--- src/rtl/corevx_defs.sv ---
// Shared definitions for the corevx memory-bus blocks.
package corevx_defs;

    // Avalon-style beat responses.
    localparam logic [1:0] AVL_RESP_OKAY = 2'b00;
    localparam logic [1:0] AVL_RESP_ERR  = 2'b11;

    // Memory arbiter states.
    typedef enum logic [1:0] {
        ARB_IDLE   = 2'b00,
        ARB_ACTIVE = 2'b01,
        ARB_RDATA  = 2'b10,
        ARB_WBURST = 2'b11
    } arb_state_e;

endpackage

--- src/rtl/corevx_mem_arbiter.sv ---
// Two-master to one-slave burst-aware round-robin arbiter for the corevx
// memory bus. A grant is held until the whole granted burst has completed.
module corevx_mem_arbiter
    import corevx_defs::*;
#(
    parameter int ADDR_W  = 34,
    parameter int BURST_W = 5
) (
    input  logic               clk,
    input  logic               rst,
    input  logic [ADDR_W-1:0]  s0_address,
    input  logic [BURST_W-1:0] s0_burstcount,
    input  logic               s0_read,
    input  logic               s0_write,
    input  logic [31:0]        s0_writedata,
    input  logic [3:0]         s0_byteenable,
    output logic               s0_waitrequest,
    output logic               s0_readdatavalid,
    output logic [31:0]        s0_readdata,
    output logic [1:0]         s0_response,
    input  logic [ADDR_W-1:0]  s1_address,
    input  logic [BURST_W-1:0] s1_burstcount,
    input  logic               s1_read,
    input  logic               s1_write,
    input  logic [31:0]        s1_writedata,
    input  logic [3:0]         s1_byteenable,
    output logic               s1_waitrequest,
    output logic               s1_readdatavalid,
    output logic [31:0]        s1_readdata,
    output logic [1:0]         s1_response,
    output logic [ADDR_W-1:0]  m_address,
    output logic [BURST_W-1:0] m_burstcount,
    output logic               m_read,
    output logic               m_write,
    output logic [31:0]        m_writedata,
    output logic [3:0]         m_byteenable,
    input  logic               m_waitrequest,
    input  logic               m_readdatavalid,
    input  logic [31:0]        m_readdata,
    input  logic [1:0]         m_response
);

    // A burstcount of zero is illegal on this bus and is handled as a single beat.
    function automatic logic [BURST_W-1:0] eff_burst(input logic [BURST_W-1:0] bc);
        logic [BURST_W-1:0] r;
        if (bc == {BURST_W{1'b0}}) begin
            r = BURST_W'(1);
        end else begin
            r = bc;
        end
        return r;
    endfunction

    arb_state_e         state_r, state_next_s;
    logic               grant_r, grant_next_s;   // 0 = s0, 1 = s1
    logic               prio_r, prio_next_s;     // master that wins a tie
    logic [BURST_W-1:0] beats_r, beats_next_s;

    logic               req0_s, req1_s;
    logic               g_read_s, g_write_s;
    logic [ADDR_W-1:0]  g_address_s;
    logic [BURST_W-1:0] g_burst_s, g_eff_s;
    logic [31:0]        g_wdata_s;
    logic [3:0]         g_be_s;
    logic               rd_acc_s, wr_acc_s;
    logic [BURST_W-1:0] wr_left_s;
    logic [1:0]         resp_s;

    assign req0_s = s0_read | s0_write;
    assign req1_s = s1_read | s1_write;
    assign g_eff_s = eff_burst(g_burst_s);

    // Read data fans out to both masters; only readdatavalid is steered.
    assign s0_readdata = m_readdata;
    assign s1_readdata = m_readdata;

    // Any non-OKAY slave code is reported to the master as an error.
    assign resp_s = (m_response == AVL_RESP_OKAY) ? AVL_RESP_OKAY : AVL_RESP_ERR;

    // Command acceptance; a read wins if a master drives both at once.
    assign rd_acc_s  = (state_r == ARB_ACTIVE) && g_read_s && !m_waitrequest;
    assign wr_acc_s  = ((state_r == ARB_ACTIVE) || (state_r == ARB_WBURST)) &&
                       g_write_s && !m_waitrequest && !rd_acc_s;
    assign wr_left_s = (state_r == ARB_ACTIVE) ? (g_eff_s - BURST_W'(1))
                                               : (beats_r - BURST_W'(1));

    // Select the command fields of the currently granted master.
    always_comb begin
        if (grant_r) begin
            g_read_s    = s1_read;
            g_write_s   = s1_write;
            g_address_s = s1_address;
            g_burst_s   = s1_burstcount;
            g_wdata_s   = s1_writedata;
            g_be_s      = s1_byteenable;
        end else begin
            g_read_s    = s0_read;
            g_write_s   = s0_write;
            g_address_s = s0_address;
            g_burst_s   = s0_burstcount;
            g_wdata_s   = s0_writedata;
            g_be_s      = s0_byteenable;
        end
    end

    // Next-state, grant/priority/beat bookkeeping and bus muxing.
    always_comb begin
        state_next_s     = state_r;
        grant_next_s     = grant_r;
        prio_next_s      = prio_r;
        beats_next_s     = beats_r;
        s0_waitrequest   = 1'b1;
        s1_waitrequest   = 1'b1;
        s0_readdatavalid = 1'b0;
        s1_readdatavalid = 1'b0;
        s0_response      = AVL_RESP_OKAY;
        s1_response      = AVL_RESP_OKAY;
        m_read           = 1'b0;
        m_write          = 1'b0;
        m_address        = {ADDR_W{1'b0}};
        m_burstcount     = {BURST_W{1'b0}};
        m_writedata      = 32'h0000_0000;
        m_byteenable     = 4'h0;
        case (state_r)
            ARB_IDLE: begin
                if (req0_s || req1_s) begin
                    grant_next_s = (req0_s && req1_s) ? prio_r : req1_s;
                    state_next_s = ARB_ACTIVE;
                end else begin
                    state_next_s = ARB_IDLE;
                end
            end
            ARB_ACTIVE, ARB_WBURST: begin
                m_read       = (state_r == ARB_ACTIVE) ? g_read_s : 1'b0;
                m_write      = g_write_s;
                m_address    = g_address_s;
                m_burstcount = g_eff_s;
                m_writedata  = g_wdata_s;
                m_byteenable = g_be_s;
                if (grant_r) begin
                    s1_waitrequest = m_waitrequest;
                end else begin
                    s0_waitrequest = m_waitrequest;
                end
                if (rd_acc_s) begin
                    beats_next_s = g_eff_s;
                    state_next_s = ARB_RDATA;
                end else if (wr_acc_s) begin
                    beats_next_s = wr_left_s;
                    if (wr_left_s == {BURST_W{1'b0}}) begin
                        state_next_s = ARB_IDLE;
                        prio_next_s  = ~grant_r;
                    end else begin
                        state_next_s = ARB_WBURST;
                    end
                end else begin
                    state_next_s = state_r;
                end
            end
            ARB_RDATA: begin
                if (m_readdatavalid) begin
                    if (grant_r) begin
                        s1_readdatavalid = 1'b1;
                        s1_response      = resp_s;
                    end else begin
                        s0_readdatavalid = 1'b1;
                        s0_response      = resp_s;
                    end
                    beats_next_s = beats_r - BURST_W'(1);
                    if (beats_r <= BURST_W'(1)) begin
                        state_next_s = ARB_IDLE;
                        prio_next_s  = ~grant_r;
                    end else begin
                        state_next_s = ARB_RDATA;
                    end
                end else begin
                    state_next_s = ARB_RDATA;
                end
            end
            default: begin
                state_next_s = ARB_IDLE;
            end
        endcase
    end

    // State, grant, priority and beat counter registers with synchronous reset.
    always_ff @(posedge clk) begin
        if (rst) begin
            state_r <= ARB_IDLE;
            grant_r <= 1'b0;
            prio_r  <= 1'b0;
            beats_r <= {BURST_W{1'b0}};
        end else begin
            state_r <= state_next_s;
            grant_r <= grant_next_s;
            prio_r  <= prio_next_s;
            beats_r <= beats_next_s;
        end
    end

endmodule

--- config.mk ---
export PLATFORM = sky130hd
export DESIGN_NAME = corevx_mem_arbiter
export DESIGN_NICKNAME = d
export VERILOG_FILES = /design/src/rtl/corevx_defs.sv /design/src/rtl/corevx_mem_arbiter.sv
export SDC_FILE = /design/constraint.sdc
export NUM_CORES = 1
export LEC_CHECK = 0
export ABC_AREA = 0
export CAP_MARGIN = 20
export CORE_AREA = 2 2 133 135
export CTS_BUF_LIST = sky130_fd_sc_hd__clkbuf_16
export DETAILED_ROUTE_END_ITERATION = 7
export DIE_AREA = 0 0 135 137
export SETUP_SLACK_MARGIN = 0.1
export SLEW_MARGIN = 20
export SYNTH_ARGS = -nofsm -noshare
export SYNTH_HDL_FRONTEND = slang
export SYNTH_SLANG_ARGS = --single-unit
--- constraint.sdc ---
create_clock -name clk -period 3.05 [get_ports clk]
set_clock_uncertainty 0.2 [all_clocks]
set_input_delay 0.61 -clock clk [delete_from_list [all_inputs] [get_ports clk]]
set_output_delay 0.61 -clock clk [all_outputs]
set_load 0.005 [all_outputs]
# After elaboration in Yosys (flattened, before gate mapping)
# Index checks and enable logic that the tools add are counted.
# totals
regBits	9
in_bits	192
out_inout_bits	149
wordCells	88
# classes
add_sub_neg	2
order_cmp	1
n_eq_ne	9
n_mux	50
bitwise	3
n_reduce_logical	19
# op_table
cell	count
two-way mux 34 bit	2
two-way mux 32 bit	2
two-way mux 5 bit	7
two-way mux 2 bit	12
two-way mux 1 bit	22
logical NOT 5 bit	2
!= test 2 bit, second input constant	5
one-hot mux 5 bit (2 select lines)	1
subtractor 5 x 1 -> 5 bit, second input constant	2
two-way mux 4 bit	2
logical AND 1 bit	6
one-hot mux 2 bit (3 select lines)	1
AND reduction 6 bit	1
less-or-equal comparator 5 x 1 -> 1 bit, second input constant	1
== test 2 bit, second input constant	2
logical NOT 2 bit	2
!= test 3 bit, second input constant	1
AND reduction 3 bit	1
== test 2 x 1 -> 1 bit, second input constant	1
logical NOT 1 bit	2
logical OR 1 bit	2
OR 1 bit	2
one-hot mux 1 bit (2 select lines)	1
AND reduction 2 bit	1
3 further kinds	3

# Depth between registers and ports, before layout
# Gate-level depths: netlist (run 1).
# logic_depth
ltp_word	10
ltp_mapped	11
ltp_nobuf	10

# Worst setup path before layout (run 1)
# No wires, ideal clock.
# synth_path
path_type	in2reg
startpoint	input port s0_burstcount[1]
endpoint	register prio_r
setup_time_ns	0.123
t_arrival_ns	2.427
required_time_ns	2.727
setup_slack_ns	0.299
cell_stages	10
path_buffers	0
path_cell_list	nor3_1 -> a21oi_1 -> o21ai_0 -> inv_1 -> ha_1 -> o21ai_0 -> xnor2_1 -> nand3_1 -> a32oi_1 -> mux2_1
# synth_via
elab_chain_len	8
# synth_lines
element	line	source
start, declared	corevx_mem_arbiter.sv:12	input logic [BURST_W-1:0] s0_burstcount,
two-way mux 5 bit (*)	corevx_mem_arbiter.sv:89	if (grant_r) begin
logical NOT 5 bit	corevx_mem_arbiter.sv:46	if (bc == {BURST_W{1'b0}}) begin
two-way mux 5 bit (*)	corevx_mem_arbiter.sv:46	
subtractor 5 x 1 -> 5 bit (*)	corevx_mem_arbiter.sv:84	assign wr_left_s = (state_r == ARB_ACTIVE) ? (g_eff_s - BURST_W'(1))
two-way mux 5 bit (*)	corevx_mem_arbiter.sv:84	
logical NOT 5 bit (*)	corevx_mem_arbiter.sv:150	if (wr_left_s == {BURST_W{1'b0}}) begin
!= test 2 bit (no line) (*)	--	
AND reduction 6 bit (no line) (*)	--	
end signal, assigned	corevx_mem_arbiter.sv:196	prio_r <= prio_next_s;
end, declared	corevx_mem_arbiter.sv:56	logic prio_r, prio_next_s;
# Every way passes the cells marked *; elsewhere a longest branch is shown, timed or not.
# A chain may end at the register's enable or synchronous reset.

# Final worst setup path (run 1)
# layout_path
startpoint	register grant_r
endpoint	output port m_address[13]
# layout_via
elab_chain_len	2
# layout_lines
element	line	source
start, declared	corevx_mem_arbiter.sv:55	logic grant_r, grant_next_s;
start signal, assigned	corevx_mem_arbiter.sv:195	grant_r <= grant_next_s;
two-way mux 34 bit	corevx_mem_arbiter.sv:89	
two-way mux 34 bit	corevx_mem_arbiter.sv:124	case (state_r)
end, declared	corevx_mem_arbiter.sv:31	output logic [ADDR_W-1:0] m_address,
# Every way passes these cells.

==> results of run 1 <==
-- area by class of cell --
cell class              instances  area share
clock buffers                   3      0.0151
clock inverters                 1    0.000755
inverters                       6     0.00453
multi-input cells             260       0.354
flip-flops and latches          9      0.0370
well taps                     225      0.0566
repair buffers                267       0.532
-- cells in the mapped netlist, types with 2 or more instances --
| cell type | number |
|---|---|
| or3_1 | 2 |
| nand3_1 | 3 |
| o31ai_1 | 2 |
| a21oi_1 | 8 |
| mux2i_1 | 77 |
| o211ai_1 | 3 |
| nor2b_1 | 2 |
| nand2_1 | 7 |
| clkbuf_1 | 11 |
| and3_1 | 3 |
| xor2_1 | 2 |
| o21ai_0 | 11 |
| buf_2 | 6 |
| nor2_1 | 94 |
| xnor2_1 | 4 |
| ha_1 | 3 |
| buf_4 | 68 |
| nor4_1 | 3 |
| inv_1 | 5 |
| nand2b_1 | 2 |
| a311oi_1 | 2 |
| nand3b_1 | 2 |
| dfxtp_1 | 9 |
| nor3_1 | 7 |
| mux2_2 | 2 |
-- metrics by stage --
stage / utilization / area [µm²] / std cells / setup TNS (ns)
final: 0.291 / 4970 / 771 / 0
after floorplan: - / 2550 / 363 / 0
after detailed placement: 0.285 / 4860 / 767 / -0.563
after global placement: 0.285 / 4860 / 767 / -0.346
after global routing: 0.291 / 4970 / 771 / 0
after CTS: 0.290 / 4940 / 771 / 0
-- cell families after synthesis --
| logic type | Yosys count | synth area share |
|---|---|---|
| muxes | 80 | 0.316 |
| buffers and inverters | 94 | 0.249 |
| AOI/OAI and AO/OA | 37 | 0.0948 |
| xor gates and xnor gates | 6 | 0.0206 |
| and+or+nand+nor | 134 | 0.234 |
| adders and majority gates | 3 | 0.0147 |
| DFF | 9 | 0.0707 |
-- where the power goes --
group | switching [mW] | internal, mW | total, mW | leakage, nW
sequential | 0.0382 | 0.139 | 0.177 | 0.0744
clock | 0.0608 | 0.172 | 0.233 | 0.0423
combinational | 0.523 | 0.749 | 1.27 | 1.61
total | 0.622 | 1.06 | 1.68 | 1.73
-- worst paths after layout --
| path | from | end | depth (start not counted) | slack [ns] |
|---|---|---|---|---|
| worst min-delay path | beats_r[1] | beats_r[1] | 2 | 0.29 |
| worst max-delay path | grant_r | m_address[13] | 4 | 0.21 |
| worst max register to register | grant_r | beats_r[4] | 7 | 0.51 |
| worst min register to register | beats_r[1] | beats_r[1] | 2 | 0.29 |
-- state kept, by name (all words and copies together) (netlist names) --
| name | count |
|---|---|
| grant_r | 1 |
| state_r | 2 |
| beats_r | 5 |
| prio_r | 1 |
-- worst max-delay path, cell delays in order, from the launching register on --
cell	delay [ns]
dfxtp_4	0.52
buf_16	0.33
mux2i_1	0.37
nor2_1	0.08
clkdlybuf4s50_1	0.46
-- repair_timing --
item                                    CTS  global route
pin swaps                                 1             1
resized for setup                         3             6
endpoints found under the setup margin    3             6
hold buffers                              0             0
-- layer usage --
metal / wire length [µm] / vias up
li1: - / 1545
met1: 4880 / 1345
met5: 0 / -
met2: 5340 / 161
met3: 1200 / 21
met4: 138 / 0
==> results.md, run 1 <==
- Seq/Total Area, Yosys: 0.0707
- Crit path time final: 2.84 ns
- Fillers: 1857
- Total GRT Usage: 0.114
- Ys flop type: dfxtp_1
- Die X-Extent: 135 µm
- Drt pass-1 iters: 4
- Vias per cell: 3.98
- Initial antenna violation count: 0
- Synth Net Count: 558
- Vias after detailed routing: 3072
- Core Rows: 48
- Largest net degree at the start of global routing: 49
- Mapped cell area: 2550 µm²
- First-pass GRT wire length: 16400 µm
- Worst EP arrival: 2.03 ns
- CTS tree: yes
- EDFF count, synth: 0
- Final Setup Violations: 0
- Hold Fails Final Rpt: 0
- Residual DRC: 0
- Synth area leaders: mux2i_1 30%, buf_4 20%, nor2_1 14%
- Max Buffers Root-to-Sink: 2
- Synth-to-layout area growth: 95.1%
- Met2 usage: 0.189
- Pleak: 1.73 nW
- Final WL: 11600 µm
- Pwr Total: 1.68 mW
- Top Usage Layer GRT: met2
- Final nets: 742
- Yosys top cell area share: 0.303
- Dpl ws: -0.150 ns
- Root Buffer: clkbuf_16
- Routed Antenna Nets: 0
- Full die area: 18500 µm²
- Worst EP required: 2.24 ns
- Max Cap Violations: 0
- Postcts setup bufs: 0
- Crit Path Max Fanout: 48
- Met3 usage: 0.0326
- Setup CP Type: flip-flop to output pin
- Pwr dens: 338 nW/µm²
- Starting Density: 0.149
- Clock Latency Late Sink: 0.24 ns
- FMAX: 0.352 GHz
- Share of post-route cells with drive strength above 1: 0.0751
- Worst-path clk slew: 0.04 ns
- Max_slew headroom: 0.702
- Dominant cell type by area after synthesis: mux2i_1
- Synth cell types: 50
- Core area: 17100 µm²
- PortBufs: 244
- Wirelength per Cell: 15.0 µm
- Die H: 137 µm
- Final period util: 0.932
- Slew Limit Fails: 0
- Final GP Congestion: 0.837
- Unrepaired setup endpoints after global routing: yes
- Iteration-0 DRC count of the detailed router: 204
- Syn. warnings: 0
- Congestion Overflow GR: 0
- Setup ws final: 0.208 ns
- Flops & latches, synth: 9
- CP Capture Type: output pin
- Worst VDD drop: 0.000191 V
- Diodes inserted: 0
- Commonest non-fill, non-tap cell in the layout: clkdlybuf4s50_1
- Worst Max-Slew Pin Slew: 0.446 ns
- Status: finished, final reports clean
- Startpoint Class: flip-flop
- Number of global-route vias before repair: 2828
- Hold WC Path Type: flip-flop to flip-flop
- Syn Inst Count: 363
- Commonest cells after routing, fill and taps aside: 243 x clkdlybuf4s50_1, 93 x nor2_1, 76 x mux2i_1
- Final HPWL DP: 9690 µm
- I/O pins: 341
- Clock sinks: 9
- H-tree levels: 1
- Seq. cell area: 184 µm²
- Mean post-synth cell area: 7.02 µm²
- GRT met1 Usage: 0.149
- Area of the multi-input gates: 1760 µm²
- Hold_ws: 0.286 ns
- Total CTS buffers: 3
- Post-synth ARST share: 0
(Power assumes the default switching activity.)
==> inputs of run 2 (changes only) <==
--- a/config.mk
+++ b/config.mk
@@ -11,7 +11,9 @@
 export CTS_BUF_LIST = sky130_fd_sc_hd__clkbuf_16
 export DETAILED_ROUTE_END_ITERATION = 7
 export DIE_AREA = 0 0 135 137
+export PLACE_DENSITY_LB_ADDON = 0.25
 export SETUP_SLACK_MARGIN = 0.1
+export SKIP_CTS_REPAIR_TIMING = 1
 export SLEW_MARGIN = 20
 export SYNTH_ARGS = -nofsm -noshare
 export SYNTH_HDL_FRONTEND = slang
==> run 2 against run 1 <==
Maximum frequency is 1.3% higher. Clock power about the same. Largest power group unchanged. Combinational power barely moved. Core utilization fell by 0.17 points.
==> results.md, run 2 (synthesized netlist as in run 1, its figures left out) <==
- First-pass GRT wire length: 17200 µm (was 16400 µm)
- H-tree levels: 1 (unchanged)
- Crit path time final: 2.81 ns (was 2.84 ns)
- Share of post-route cells with drive strength above 1: 0.0718 (was 0.0751)
- Routed Antenna Nets: 0 (unchanged)
- Crit Path Max Fanout: 4 (was 48)
- CTS tree: yes (unchanged)
- Seq. cell area: 186 µm² (was 184 µm²)
- Core Rows: 48 (unchanged)
- Biggest regs: beats_r: 5 flops, state_r: 2 flops (unchanged)
- Slew Limit Fails: 0 (unchanged)
- Core area: 17100 µm² (unchanged)
- Residual DRC: 0 (unchanged)
- Max_slew headroom: 0.639 (was 0.702)
- Clock Latency Late Sink: 0.24 ns (about the same)
- CP Capture Type: output pin (unchanged)
- Startpoint Class: input port (was flip-flop)
- Total CTS buffers: 3 (unchanged)
- Hold Fails Final Rpt: 0 (unchanged)
- Vias after detailed routing: 3150 (was 3072)
- FMAX: 0.356 GHz (was 0.352 GHz)
- DP Area: 4820 µm² (was 4860 µm²)
- Cell area after layout: 4940 µm² (was 4970 µm²)
- Pwr Total: 1.67 mW (was 1.68 mW)
- Synth-to-layout area growth: 94.0% (was 95.1%)
- I/O pins: 341 (unchanged)
- Starting Density: 0.149 (unchanged)
- Commonest non-fill, non-tap cell in the layout: clkdlybuf4s50_1 (unchanged)
- Reg-to-reg endpoint: prio_r (was beats_r[4])
- Final setup TNS: 0 ns (unchanged)
- CP Launch Point: s0_burstcount[3] (was grant_r)
- Status: finished, final reports clean (unchanged)
- Number of global-route vias before repair: 3102 (was 2828)
- Vias per cell: 4.10 (was 3.98)
- DP Cell Count: 763 (was 767)
- Final period util: 0.920 (was 0.932)
- Initial antenna violation count: 0 (unchanged)
- Unrepaired setup endpoints after global routing: no (was yes)
- Full die area: 18500 µm² (unchanged)
- Non-filler instance count after layout: 768 (was 771)
- Final HPWL DP: 10100 µm (was 9690 µm)
- Worst-path clk slew: 0.04 ns (about the same)
- Final WL: 12000 µm (was 11600 µm)
- Final Setup Violations: 0 (unchanged)
- Die H: 137 µm (unchanged)
- Worst EP arrival: 2.00 ns (was 2.03 ns)
- Congestion Overflow GR: 0 (unchanged)
- Commonest cells after routing, fill and taps aside: 241 x clkdlybuf4s50_1, 94 x nor2_1, 77 x mux2i_1 (was 243 x clkdlybuf4s50_1, 93 x nor2_1, 76 x mux2i_1)
- PortBufs: 244 (unchanged)
- Die X-Extent: 135 µm (unchanged)
- Max Cap Violations: 0 (unchanged)
- R2R depth: 7 (unchanged)
- Clock sinks: 9 (unchanged)
- Iteration-0 DRC count of the detailed router: 121 (was 204)
- Area of the multi-input gates: 1760 µm² (about the same)
- Most Frequent Cell on Critical Path: clkdlybuf4s50_1
- Total GRT Usage: 0.117 (was 0.114)
- Hold_ws: 0.310 ns (was 0.286 ns)
- Pwr dens: 337 nW/µm² (was 338 nW/µm²)
- CP max stage delay: 0.47 ns (was 0.52 ns)
- Crit-path cells: clkdlybuf4s50_1 > buf_4 > mux2i_1 > nor2_1 > clkdlybuf4s50_1 (was buf_16 > mux2i_1 > nor2_1 > clkdlybuf4s50_1)
- Largest net degree at the start of global routing: 51 (was 49)
- Root Buffer: clkbuf_16 (unchanged)
- Hold WC Path Type: flip-flop to flip-flop (unchanged)
- Drt pass-1 iters: 5 (was 4)
- Slowest cell on the critical path: clkdlybuf4s50_1 (was dfxtp_4)
- Worst Max-Slew Pin Slew: 0.541 ns (was 0.446 ns)
- CP endpoint: m_burstcount[3] (was m_address[13])
- Largest Register: beats_r (unchanged)
- R2r setup slk: 0.63 ns (was 0.51 ns)
- Final GP Congestion: 0.862 (was 0.837)
- WHS Path Cells: 2 (unchanged)
- Diodes inserted: 0 (unchanged)
- Worst VDD drop: 0.000140 V (was 0.000191 V)
- Fillers: 1805 (was 1857)
- Pleak: 1.73 nW (about the same)
- Final nets: 739 (was 742)
- R2r startpoint: beats_r[0] (was grant_r)
- Setup CP Type: input port to output pin (was flip-flop to output pin)
- Wirelength per Cell: 15.7 µm (was 15.0 µm)
- Max Buffers Root-to-Sink: 2 (unchanged)
- Max reg flops: 5 (unchanged)
- Worst EP required: 2.24 ns (about the same)
[run 2: per-stage QoR]
| stage | util | setup slack, ns |
|---|---|---|
| global route | 0.290 | 0.112 |
| CTS | 0.287 | -0.0151 |
| detailed placement | 0.282 | -0.109 |
| finish | 0.290 | 0.245 |
| floorplan | - | 0.299 |
| global placement | 0.282 | -0.0516 |
[run 2: layout make-up]
| type | count | share of cell area |
|---|---|---|
| inverter | 6 | 0.00456 |
| timing repair buffer | 264 | 0.529 |
| multi-input combinational | 260 | 0.355 |
| clock inverter | 1 | 0.000759 |
| clock buffer | 3 | 0.0152 |
| sequential | 9 | 0.0377 |
| tap | 225 | 0.0570 |
[run 2: power by group]
group	internal (mW)	leakage [nW]	switching [mW]
clock	0.172	0.0423	0.0614
combinational	0.734	1.62	0.512
sequential	0.140	0.0750	0.0472
[run 2: how the worst min path moves through the flow]
stage	slack [ns]	from	to
final	0.31	beats_r[1]	beats_r[1]
after global routing	0.34	beats_r[1]	beats_r[1]
after CTS	0.31	beats_r[1]	beats_r[1]
after detailed placement	0.30	beats_r[1]	beats_r[1]
after global placement	0.29	beats_r[1]	beats_r[1]
after floorplan	0.26	beats_r[1]	beats_r[1]
[run 2: metal layers]
| metal | routed length (µm) | part of all wire | GRT usage |
|---|---|---|---|
| met4 | 132 | 0.011 | 0.0191 |
| met1 | 4760 | 0.40 | 0.138 |
| met3 | 1020 | 0.085 | 0.0274 |
| met5 | 0 | 0 | 0 |
| met2 | 6110 | 0.51 | 0.218 |
[run 2: worst max-delay path: cells and delay by family]
family,cells,cell delay [ns]
AND/OR/NAND/NOR,1,0.07
multiplexers,1,0.26
buffers and inverters,3,1.05
==> inputs of run 3 (changes only) <==
--- a/config.mk
+++ b/config.mk
@@ -7,10 +7,12 @@
 export LEC_CHECK = 0
 export ABC_AREA = 0
 export CAP_MARGIN = 20
-export CORE_AREA = 2 2 133 135
+export CELL_PAD_IN_SITES_DETAIL_PLACEMENT = 1
+export CELL_PAD_IN_SITES_GLOBAL_PLACEMENT = 1
+export CORE_ASPECT_RATIO = 2
+export CORE_UTILIZATION = 15
 export CTS_BUF_LIST = sky130_fd_sc_hd__clkbuf_16
 export DETAILED_ROUTE_END_ITERATION = 7
-export DIE_AREA = 0 0 135 137
 export PLACE_DENSITY_LB_ADDON = 0.25
 export SETUP_SLACK_MARGIN = 0.1
 export SKIP_CTS_REPAIR_TIMING = 1
==> run 3 against run 2 <==
Flip-flop and latch count unchanged. Sequential share of layout area is 0.12 points lower. Clock power about the same. Final cell count shrank 1.0%. Critical path depth down 1. Sequential power fell by 7%. Highest routed layer unchanged. Wire length rose by 15%. Hold slack got worse by 0.0019 ns. Via count grew 5.0%. Total power up 3.1%.
==> results.md, run 3 (synthesized netlist as in run 1, its figures left out) <==
- Worst-path clk slew: 0.04 ns (about the same)
- Pleak: 1.78 nW (was 1.73 nW)
- Hold WC Path Type: flip-flop to flip-flop (unchanged)
- CTS tree: yes (unchanged)
- Crit Path Max Fanout: 3 (was 4)
- Congestion Overflow GR: 0 (unchanged)
- Number of global-route vias before repair: 3472 (was 3102)
- Full die area: 17500 µm² (was 18500 µm²)
- Biggest regs: beats_r: 5 flops, state_r: 2 flops (unchanged)
- Pwr dens: 342 nW/µm² (was 337 nW/µm²)
- Unrepaired setup endpoints after global routing: yes (was no)
- Final Setup Violations: 0 (unchanged)
- Wirelength per Cell: 18.1 µm (was 15.7 µm)
- I/O pins: 341 (unchanged)
- Commonest cells after routing, fill and taps aside: 242 x clkdlybuf4s50_1, 94 x nor2_1, 76 x mux2i_1 (was 241 x clkdlybuf4s50_1, 94 x nor2_1, 77 x mux2i_1)
- Vias per cell: 4.35 (was 4.10)
- Slew Limit Fails: 0 (unchanged)
- DP Cell Count: 749 (was 763)
- Largest net degree at the start of global routing: 40 (was 51)
- Initial antenna violation count: 1 (was 0)
- Starting Density: 0.153 (was 0.149)
- Clock Latency Late Sink: 0.24 ns (about the same)
- Final WL: 13800 µm (was 12000 µm)
- Max_slew headroom: 0.674 (was 0.639)
- FMAX: 0.350 GHz (was 0.356 GHz)
- Startpoint Class: input port (unchanged)
- CP Capture Type: output pin (unchanged)
- Total CTS buffers: 3 (unchanged)
- Status: finished, final reports clean (unchanged)
- Worst EP required: 2.24 ns (about the same)
- R2r setup slk: 0.48 ns (was 0.63 ns)
- Core area: 16700 µm² (was 17100 µm²)
- Area of the multi-input gates: 1780 µm² (was 1760 µm²)
- Share of post-route cells with drive strength above 1: 0.0942 (was 0.0718)
- Max reg flops: 5 (unchanged)
- Largest Register: beats_r (unchanged)
- Fillers: 2037 (was 1805)
- WHS Path Cells: 2 (unchanged)
- Max Buffers Root-to-Sink: 2 (unchanged)
- H-tree levels: 1 (unchanged)
- Synth-to-layout area growth: 97.5% (was 94.0%)
- Worst EP arrival: 2.04 ns (was 2.00 ns)
- Residual DRC: 0 (unchanged)
- Drt pass-1 iters: 4 (was 5)
- PortBufs: 244 (unchanged)
- First-pass GRT wire length: 19500 µm (was 17200 µm)
- Non-filler instance count after layout: 760 (was 768)
- Hold Fails Final Rpt: 0 (unchanged)
- Worst Max-Slew Pin Slew: 0.488 ns (was 0.541 ns)
- Worst VDD drop: 0.000219 V (was 0.000140 V)
- Final setup TNS: 0 ns (unchanged)
- Setup CP Type: input port to output pin (unchanged)
- Die X-Extent: 94.2 µm (was 135 µm)
- Die H: 186 µm (was 137 µm)
- Root Buffer: clkbuf_16 (unchanged)
- Max Cap Violations: 0 (unchanged)
- Final GP Congestion: 0.853 (was 0.862)
- Total GRT Usage: 0.146 (was 0.117)
- Final HPWL DP: 11500 µm (was 10100 µm)
- Core Rows: 67 (was 48)
- Routed Antenna Nets: 0 (unchanged)
- Clock sinks: 9 (unchanged)
- Final period util: 0.936 (was 0.920)
- Seq. cell area: 184 µm² (was 186 µm²)
- Commonest non-fill, non-tap cell in the layout: clkdlybuf4s50_1 (unchanged)
- R2R depth: 11 (was 7)
- Crit path time final: 2.85 ns (was 2.81 ns)
- Final nets: 748 (was 739)
- Iteration-0 DRC count of the detailed router: 52 (was 121)
- Vias after detailed routing: 3307 (was 3150)
-- run 3: through the flow --
stage,cell area [µm²],setup slack (ns),hold WS [ns],power [mW],utilization
2_1_floorplan,2550,0.299,0.259,0.787,-
3_3_place_gp,4830,-0.123,0.287,1.46,0.289
3_5_place_dp,4830,-0.219,0.298,1.48,0.289
4_1_cts,4900,-0.100,0.307,1.72,0.294
5_1_grt,5030,0.0599,0.315,1.85,0.302
6_report,5030,0.197,0.308,1.72,0.302
-- run 3: final timing paths --
| check | end | from |
|---|---|---|
| hold reg to reg | beats_r[1] | beats_r[1] |
| setup reg to reg | prio_r | grant_r |
| hold / removal | beats_r[1] | beats_r[1] |
| setup / recovery | s1_response[0] | m_readdatavalid |
-- run 3: worst max-delay path, stage by stage --
cell,delay (ns)
clkdlybuf4s50_1,0.52
and3_1,0.21
nor2b_1,0.18
clkdlybuf4s50_1,0.52
-- run 3: per-layer routing --
metal / vias to the layer above / global-route usage / share of wire
li1: 1557 / - / -
met1: 1534 / 0.130 / 0.31
met2: 158 / 0.295 / 0.57
met3: 58 / 0.0244 / 0.070
met4: 0 / 0.0740 / 0.045
met5: - / 0 / 0
-- run 3: layout make-up --
| cell class | count | area share |
|---|---|---|
| Inverter | 6 | 0.00448 |
| Antenna cell | 1 | 0.000497 |
| Multi-Input combinational cell | 260 | 0.354 |
| Sequential cell | 9 | 0.0365 |
| Clock buffer | 3 | 0.0149 |
| Timing Repair Buffer | 273 | 0.537 |
| Tap cell | 207 | 0.0515 |
| Clock inverter | 1 | 0.000746 |
-- run 3: power breakdown --
group | internal, mW | switching (mW) | total [mW]
Combinational | 0.760 | 0.556 | 1.32
Clock | 0.171 | 0.0590 | 0.230
Sequential | 0.139 | 0.0336 | 0.173
